## src/rtl/binary_nn_pkg.sv

```systemverilog
// Shared types and helpers for the binarized neural-network datapath blocks.
//   fsm_state_t : IDLE / COMPUTE / DONE sequencing states
//   sat_signed  : clamps a signed value into a signed range out_w bits wide
package binary_nn_pkg;

  typedef enum logic [1:0] {
    ST_IDLE    = 2'd0,
    ST_COMPUTE = 2'd1,
    ST_DONE    = 2'd2
  } fsm_state_t;

  function automatic logic signed [31:0] sat_signed(input logic signed [31:0] v,
                                                   input int unsigned      out_w);
    logic signed [31:0] hi;
    logic signed [31:0] lo;
    hi = (32'sd1 <<< (out_w - 1)) - 32'sd1;
    lo = -(32'sd1 <<< (out_w - 1));
    if (v > hi) return hi;
    if (v < lo) return lo;
    return v;
  endfunction

endpackage

```

## src/rtl/thermo_binarizer.sv

```systemverilog
// Thermometer binarizer: each unsigned element is compared against CH_CNT
// evenly spaced thresholds placed at the centre of each quantization step.
//   value_in : IN_CNT unsigned elements, IN_BIT bits each
//   ch       : IN_CNT x CH_CNT channel bits, ch[i][k] = value_in[i] >= k*STEP + STEP/2
module thermo_binarizer #(
  parameter int IN_CNT = 16,
  parameter int IN_BIT = 8,
  parameter int CH_CNT = 8
) (
  input  logic [IN_CNT-1:0][IN_BIT-1:0] value_in,
  output logic [IN_CNT-1:0][CH_CNT-1:0] ch
);

  localparam int STEP = (1 << IN_BIT) / CH_CNT;

  for (genvar i = 0; i < IN_CNT; i++) begin : g_elem
    for (genvar k = 0; k < CH_CNT; k++) begin : g_ch
      // One extra bit so the largest threshold never wraps.
      localparam int THR = k * STEP + STEP / 2;
      assign ch[i][k] = ({1'b0, value_in[i]} >= (IN_BIT + 1)'(THR));
    end
  end

endmodule

```

## src/rtl/binary_fc_seq_engine.sv

```systemverilog
// Sequential binary fully-connected layer. An accepted vector is binarized
// into thermometer channels and latched with its weights; LANES neurons are
// then evaluated per cycle as XNOR-popcount sums and written to value_out,
// either saturated to BIT_CNT bits or reduced to +1/-1.
//   clk, rst            : clock, synchronous active-high reset
//   in_valid / in_ready : input handshake (ready only in IDLE)
//   value_in, weight    : unsigned elements, binary weights (1 = +1, 0 = -1)
//   sign_mode           : 0 = saturated sum, 1 = sign only
//   out_valid/out_ready : result handshake, result held until taken
//   value_out           : signed two's-complement neuron outputs
//   busy                : high while computing or holding a result
module binary_fc_seq_engine
  import binary_nn_pkg::*;
#(
  parameter int IN_DIM  = 16,
  parameter int OUT_DIM = 8,
  parameter int BIT_CNT = 8,
  parameter int CH_CNT  = 8,
  parameter int LANES   = 2
) (
  input  logic                              clk,
  input  logic                              rst,
  input  logic                              in_valid,
  output logic                              in_ready,
  input  logic [IN_DIM-1:0][BIT_CNT-1:0]    value_in,
  input  logic [OUT_DIM-1:0][IN_DIM-1:0]    weight,
  input  logic                              sign_mode,
  output logic                              out_valid,
  input  logic                              out_ready,
  output logic [OUT_DIM-1:0][BIT_CNT-1:0]   value_out,
  output logic                              busy
);

  localparam int ACC_W  = $clog2(IN_DIM * CH_CNT) + 2;
  localparam int STEP   = (1 << BIT_CNT) / CH_CNT;
  localparam int GROUPS = OUT_DIM / LANES;
  localparam int G_W    = (GROUPS > 1) ? $clog2(GROUPS) : 1;
  localparam int N_W    = (OUT_DIM > 1) ? $clog2(OUT_DIM) : 1;
  localparam logic [G_W-1:0] G_LAST = G_W'(GROUPS - 1);

  // CH_CNT above 2^BIT_CNT leaves no room for a threshold step.
  if (STEP == 0) begin : g_illegal_ch_cnt
  end

  fsm_state_t                       state;
  logic [G_W-1:0]                   g_p0;
  logic [IN_DIM-1:0][CH_CNT-1:0]    ch_in;
  logic [IN_DIM-1:0][CH_CNT-1:0]    ch_p0;
  logic [OUT_DIM-1:0][IN_DIM-1:0]   weight_p0;
  logic                             mode_p0;

  logic [LANES-1:0][N_W-1:0]        lane_idx;
  logic [LANES-1:0][BIT_CNT-1:0]    lane_res;
  logic [ACC_W-1:0]                 pop_acc;
  logic signed [ACC_W-1:0]          sum_acc;

  thermo_binarizer #(
    .IN_CNT (IN_DIM),
    .IN_BIT (BIT_CNT),
    .CH_CNT (CH_CNT)
  ) u_binarizer (
    .value_in (value_in),
    .ch       (ch_in)
  );

  assign in_ready = (state == ST_IDLE);
  assign busy     = (state != ST_IDLE);

  // Stage p0 -> output: XNOR-popcount of the latched channels for the current group.
  // Each +1/-1 term gives sum = 2*matches - IN_DIM*CH_CNT; modular ACC_W
  // arithmetic is exact because the true sum fits in ACC_W signed bits.
  always_comb begin
    lane_idx = '0;
    lane_res = '0;
    pop_acc  = '0;
    sum_acc  = '0;
    for (int l = 0; l < LANES; l++) begin
      lane_idx[l] = N_W'(int'(g_p0) * LANES + l);
      pop_acc = '0;
      for (int i = 0; i < IN_DIM; i++) begin
        for (int k = 0; k < CH_CNT; k++) begin
          pop_acc = pop_acc + ACC_W'(weight_p0[lane_idx[l]][i] ~^ ch_p0[i][k]);
        end
      end
      sum_acc = signed'((pop_acc << 1) - ACC_W'(IN_DIM * CH_CNT));
      if (mode_p0) begin
        lane_res[l] = sum_acc[ACC_W-1] ? '1 : BIT_CNT'(1);
      end else begin
        lane_res[l] = BIT_CNT'(sat_signed(32'(sum_acc), BIT_CNT));
      end
    end
  end

  always_ff @(posedge clk) begin
    if (rst) begin
      state     <= ST_IDLE;
      g_p0      <= '0;
      out_valid <= 1'b0;
      value_out <= '0;
      ch_p0     <= '0;
      weight_p0 <= '0;
      mode_p0   <= 1'b0;
    end else begin
      case (state)
        ST_IDLE: begin
          // Stage input -> p0: latch binarized channels, weights and mode.
          if (in_valid) begin
            ch_p0     <= ch_in;
            weight_p0 <= weight;
            mode_p0   <= sign_mode;
            g_p0      <= '0;
            state     <= ST_COMPUTE;
          end
        end
        ST_COMPUTE: begin
          for (int l = 0; l < LANES; l++) begin
            value_out[lane_idx[l]] <= lane_res[l];
          end
          if (g_p0 == G_LAST) begin
            g_p0      <= '0;
            out_valid <= 1'b1;
            state     <= ST_DONE;
          end else begin
            g_p0 <= g_p0 + G_W'(1);
          end
        end
        ST_DONE: begin
          if (out_ready) begin
            out_valid <= 1'b0;
            state     <= ST_IDLE;
          end
        end
        default: state <= ST_IDLE;
      endcase
    end
  end

endmodule

```

## config.mk

```make
export PLATFORM = sky130hd
export DESIGN_NAME = binary_fc_seq_engine
export DESIGN_NICKNAME = d
export VERILOG_FILES = /design/src/rtl/binary_nn_pkg.sv /design/src/rtl/thermo_binarizer.sv /design/src/rtl/binary_fc_seq_engine.sv
export SDC_FILE = /design/constraint.sdc
export NUM_CORES = 1
export LEC_CHECK = 0
export BUFFER_PORTS_ARGS = -buffer_cell sky130_fd_sc_hd__buf_2
export CORE_MARGIN = 5
export CORE_UTILIZATION = 40
export CTS_CLUSTER_SIZE = 10
export DETAILED_ROUTE_END_ITERATION = 8
export PLACE_DENSITY = 0.57
export SLEW_MARGIN = 15
export SYNTH_ARGS = -nofsm -noshare
export SYNTH_HDL_FRONTEND = slang
export SYNTH_SLANG_ARGS = --single-unit
```

## constraint.sdc

```tcl
create_clock -name clk -period 14.2 [get_ports clk]
set_input_delay 0.71 -clock clk [delete_from_list [all_inputs] [get_ports clk]]
set_output_delay 0.71 -clock clk [all_outputs]
set_load 0.05 [all_outputs]
```

==> results of run 1 <==
-- how the worst min path moves through the flow --
| stage | start | end | slack (ns) |
|---|---|---|---|
| 4_1_cts | weight[54] | weight_p0[54] | 0.36 |
| 3_3_place_gp | weight_p0[26] | weight_p0[26] | 0.44 |
| 3_5_place_dp | weight_p0[66] | weight_p0[66] | 0.45 |
| 2_1_floorplan | weight_p0[46] | weight_p0[46] | 0.43 |
| 6_report | weight[95] | weight_p0[95] | 0.40 |
| 5_1_grt | weight[54] | weight_p0[54] | 0.38 |
-- tightest hold or removal path: stages --
cell	delay (ns)
buf_2	0.10
nand2_1	0.05
a21oi_1	0.05
-- synth_stat cells (17+ instances only) --
master,number
fa_1,226
o21ai_1,17
mux4_2,32
nand2_1,391
nor3_1,34
inv_1,192
o211ai_1,17
buf_2,61
a211oi_1,25
o22ai_1,28
o21ai_0,31
xor2_1,138
ha_1,60
a21oi_1,239
and2_1,24
dfxtp_1,326
clkbuf_1,104
nor2_1,102
xnor2_1,119
nand3_1,25
-- cell type report --
cell class	count	area [µm²]
antenna	8	20.0
clock buffer	48	1050
clock inverter	6	95.1
fill	5209	29300
inverter	193	724
multi-input combinational	1641	13600
sequential	326	6530
tap	696	871
timing repair buffer	272	1390
-- kinds of logic (layout without fill, tap and decap cells) --
group                      count (synthesis)  in the layout  share of synthesized area (%)
other                                      0              8                              0
and+or+nand+nor                          622            622                           12.1
AOI/OAI and AO/OA                        442            442                           12.5
muxes                                     34             34                           3.44
buffers and inverters                    364            519                           6.73
DFF                                      326            326                           30.3
xor gates and xnor gates                 257            257                           10.4
adders and majority gates                286            286                           24.5
-- metrics by stage --
step	instances	setup WS [ns]	utilization (%)	instance area, µm²
2_1_floorplan	2331	4.86	-	21600
3_3_place_gp	3128	3.89	43.1	23100
3_5_place_dp	3128	3.89	43.1	23100
4_1_cts	3182	3.86	45.2	24200
5_1_grt	3187	3.34	45.3	24300
6_report	3190	3.92	45.3	24300
-- layer usage --
metal	up-vias	wire (µm)	track usage (%)
li1	7938	-	-
met1	8028	28000	28.5
met2	341	28800	34.3
met3	66	2520	3.32
met4	0	1070	4.80
met5	-	0	0
-- registers in the layout, indices dropped and copies added (netlist names) --
register   flops
out_valid      1
ch_p0        128
mode_p0        1
g_p0           2
value_out     64
weight_p0    128
state          2
==> impl_metrics.json, run 1 <==
{
  "worstSkewPairLatency_ns": 0.55,
  "period_minus_slack_ns": 10.28,
  "gp_congestion": 0.919,
  "worst-path-buf-inv": 9,
  "start_util_pct": 40.2,
  "fin_crit_sh_pct": 72.4,
  "postSynthRegisterBits": 326,
  "timing.setup.critical_path_class": "reg -> reg",
  "cts.sinks": 326,
  "most_common_library_cell_in_the_layout_ignoring_fill_and_taps": "nand2_1",
  "remaining_drc_errors": 0,
  "critical_path.reg2reg.startpoint": "g_p0[0]",
  "slew_violations": 0,
  "clockBufferDepth": 3,
  "critical_path.startpoint_type": "flip-flop",
  "die-area_mm2": 0.0586,
  "wire_per_inst_um": 18.9,
  "nets": 3021,
  "antenna_left": 0,
  "yosys.area.top_type": "dfxtp_1",
  "regToRegSetupSlack_ns": 3.92,
  "grt_antenna_before_repair": 8,
  "die_x_um": 242,
  "critPathArrivalTime_ns": 10.68,
  "synthesis.instances": 2331,
  "critical_path.endpoint": "value_out[5]",
  "tightest_slew_ns": 1.17,
  "tritoncts": "built",
  "asyncSetResetFlopFracSynth_pct": 0,
  "htree_num_levels": 2,
  "synth.avg_cell_area_um2": 9.25,
  "detail_route.wirelength_um": 60400,
  "timing.max_slew.rel_slack_pct": 22.2,
  "r2r.worst_path.cells": 30,
  "worst-path-stages": 30,
  "synth_largest_type_area_fraction_pct": 30.3,
  "path_common_cell": "fa_1",
  "detailedRoute.firstIterationViolations": 960,
  "cts-buffers-inserted": 40,
  "cts_root_buffer": "clkbuf_16",
  "syn-cell-area_mm2": 0.0216,
  "setup-violations-final": 0,
  "avgViaCountPerCell": 5.13,
  "fp.coreArea_mm2": 0.0536,
  "port-buffer-count": 263,
  "clk_pin_slew_ns": 0.05,
  "via_count_of_the_first_global_routing_pass": 17300,
  "timing.clock.skew_ns": 0.0120,
  "path_max_fanout": 37,
  "num_vias": 16400,
  "max_clock_freq_mhz": 97.3,
  "die_h_um": 242,
  "post_cts_buffers": 0,
  "detail_route.first_pass.iterations": 5,
  "worstPathRequired_ns": 14.61,
  "cp_slowest_cell": "mux4_2",
  "globalRouteTotalUtil_pct": 20.6,
  "floorplan.io_pins": 328,
  "cts-hold-fix-buffers": 0,
  "fin_tns_setup_ns": 0,
  "timing.final.hold_violations": 0,
  "yosysUniqueCellTypes": 54,
  "post_cts_repair_resize_count": 0,
  "crit_start": "g_p0[0]",
  "status": "complete, no violations",
  "min_path_cells": 3,
  "ys.warnings.count": 0,
  "hold_ws_ns": 0.396,
  "cpLargestDelayFamily": "adder cells",
  "grt_setup_unrepaired": "no",
  "synth_top_flop_cell": "dfxtp_1",
  "drv.max_cap_violation_count": 0,
  "synthesis.nets": 2878,
  "crit-reg2reg-capture": "value_out[5]",
  "end_kind": "flip-flop",
  "layout.cells.most_common_list": "nand2_1, dfxtp_1, buf_2",
  "critPathMaxStageDelay_ns": 0.80,
  "areaGrowthSynthToFinish_pct": 12.6,
  "number_of_flops_mapped_to_enable_cells_by_yosys": 0,
  "ys_seq_area_share_pct": 30.3,
  "ys_top_cells_by_area": "dfxtp_1, fa_1, nand2_1",
  "std_cell_rows": 85,
  "grt.overflow.total": 0,
  "worst_hold_path_type": "in -> reg",
  "grt_pass1_wl_um": 97100,
  "grt_max_degree": 119,
  "post_route_cells_drive_above_1_share_pct": 14.8,
  "place_hpwl_um": 46900
}
Power of run 1 is left out: the tool's default activity adds up to more than one toggle a clock period on the data nets, which glitch-free logic cannot reach.
==> inputs of run 2 (changes only) <==
==> constraint.sdc (replaced) <==
create_clock -name clk -period 9.9 [get_ports clk]
set_input_delay 0.495 -clock clk [delete_from_list [all_inputs] [get_ports clk]]
set_output_delay 0.495 -clock clk [all_outputs]
set_load 0.05 [all_outputs]
==> impl_metrics.json, run 2 (synthesis results as in run 1) <==
{
  "status": "complete, no violations",
  "std_cell_rows": 85,
  "port-buffer-count": 263,
  "drv.max_cap_violation_count": 0,
  "grt_setup_unrepaired": "no",
  "nets": 3048,
  "tightest_slew_ns": 1.12,
  "fin_crit_sh_pct": 95.9,
  "slew_violations": 0,
  "grt.overflow.total": 0,
  "htree_num_levels": 2,
  "remaining_drc_errors": 0,
  "num_vias": 16800,
  "path_max_fanout": 8,
  "wire_per_inst_um": 18.8,
  "grt_pass1_wl_um": 96700,
  "period_minus_slack_ns": 9.50,
  "gp_congestion": 0.911,
  "avgViaCountPerCell": 5.21,
  "timing.final.hold_violations": 0,
  "timing.max_slew.rel_slack_pct": 25.0,
  "grt_max_degree": 195,
  "max_clock_freq_mhz": 105,
  "grt_antenna_before_repair": 5,
  "globalRouteTotalUtil_pct": 20.6,
  "detail_route.first_pass.iterations": 5,
  "worstSkewPairLatency_ns": 0.56,
  "post_route_cells_drive_above_1_share_pct": 16.0,
  "cts_root_buffer": "clkbuf_16",
  "setup-violations-final": 0,
  "areaGrowthSynthToFinish_pct": 14.1,
  "clk_pin_slew_ns": 0.05,
  "cp_slowest_cell": "mux4_2",
  "worst_hold_path_type": "in -> reg",
  "layout.cells.most_common_list": "nand2_1, dfxtp_1, buf_2",
  "die_x_um": 242,
  "timing.clock.skew_ns": 0.0205,
  "via_count_of_the_first_global_routing_pass": 17300,
  "floorplan.io_pins": 328,
  "place_hpwl_um": 47300,
  "die-area_mm2": 0.0586,
  "reg_top3": "ch_p0 x128, weight_p0 x128, value_out x64",
  "cts.sinks": 326,
  "antenna_left": 0,
  "cts-hold-fix-buffers": 0,
  "cts-buffers-inserted": 41,
  "tritoncts": "built",
  "clockBufferDepth": 3,
  "detail_route.wirelength_um": 60700,
  "worstPathRequired_ns": 10.32,
  "critPathMaxStageDelay_ns": 0.67,
  "end_kind": "flip-flop",
  "die_h_um": 242,
  "layout.cells.non_filler": 3220,
  "fin_tns_setup_ns": 0,
  "timing.setup.critical_path_class": "reg -> reg",
  "placed_cells": 3142,
  "start_util_pct": 40.2,
  "path_common_cell": "fa_1",
  "critPathArrivalTime_ns": 9.92,
  "detailedRoute.firstIterationViolations": 993,
  "most_common_library_cell_in_the_layout_ignoring_fill_and_taps": "nand2_1",
  "critical_path.startpoint_type": "flip-flop",
  "fp.coreArea_mm2": 0.0536
}
[run 2: cell types whose count changed in the layout (fill, tap and decap cells not counted), sizes merged]
cell	change
buf	+26
clkinv	+2
bufinv	-2
diode	-4
clkbuf	+8
[run 2: final timing paths]
check                      from  slack, ns  cells after the start            end
setup / recovery        g_p0[0]       0.40                     31  value_out[29]
hold / removal       weight[57]       0.18                      3  weight_p0[57]
setup reg to reg        g_p0[0]       0.40                     31  value_out[29]
hold reg to reg   weight_p0[70]       0.45                      2  weight_p0[70]
[run 2: through the flow]
step | hold WS (ns) | setup slack (ns) | util, % | instance area (µm²)
finish | 0.182 | 0.404 | 45.9 | 24600
global route | 0.160 | 0.0264 | 45.8 | 24600
CTS | 0.151 | 0.0299 | 45.6 | 24400
detailed placement | 0.444 | 0.0696 | 43.4 | 23300
global placement | 0.440 | 0.143 | 43.4 | 23300
floorplan | 0.433 | 0.563 | - | 21600
[run 2: repair_timing]
action / in CTS / in global routing
setup buffers: 0 / 12
setup endpoints to repair: 0 / 56
gates resized for setup: 0 / 9
[run 2: cell type report]
class,instances,area (µm²)
clock buffers,56,1150
multi-input cells,1641,13600
well taps,696,871
diodes,4,10.0
clock inverters,6,37.5
repair buffers,298,1640
flip-flops and latches,326,6530
inverters,193,724
fillers,5205,29000
[run 2: routing by layer]
metal | GRT usage, % | wire (µm) | up-vias
met5 | 0 | 13 | -
met1 | 28.6 | 27600 | 8309
met2 | 33.7 | 28400 | 406
li1 | - | - | 7992
met4 | 4.73 | 1310 | 2
met3 | 3.65 | 3360 | 71
[run 2: worst max-delay path, delay by kind of cell (launching register included)]
family	cells	cell delay, ns
DFF	1	0.42
and+or+nand+nor	3	0.66
adders and majority gates	13	6.00
buffers and inverters	9	0.64
xor gates and xnor gates	1	0.23
muxes	1	0.67
AOI/OAI and AO/OA	4	0.75
Power of run 2 is left out for the same reason.
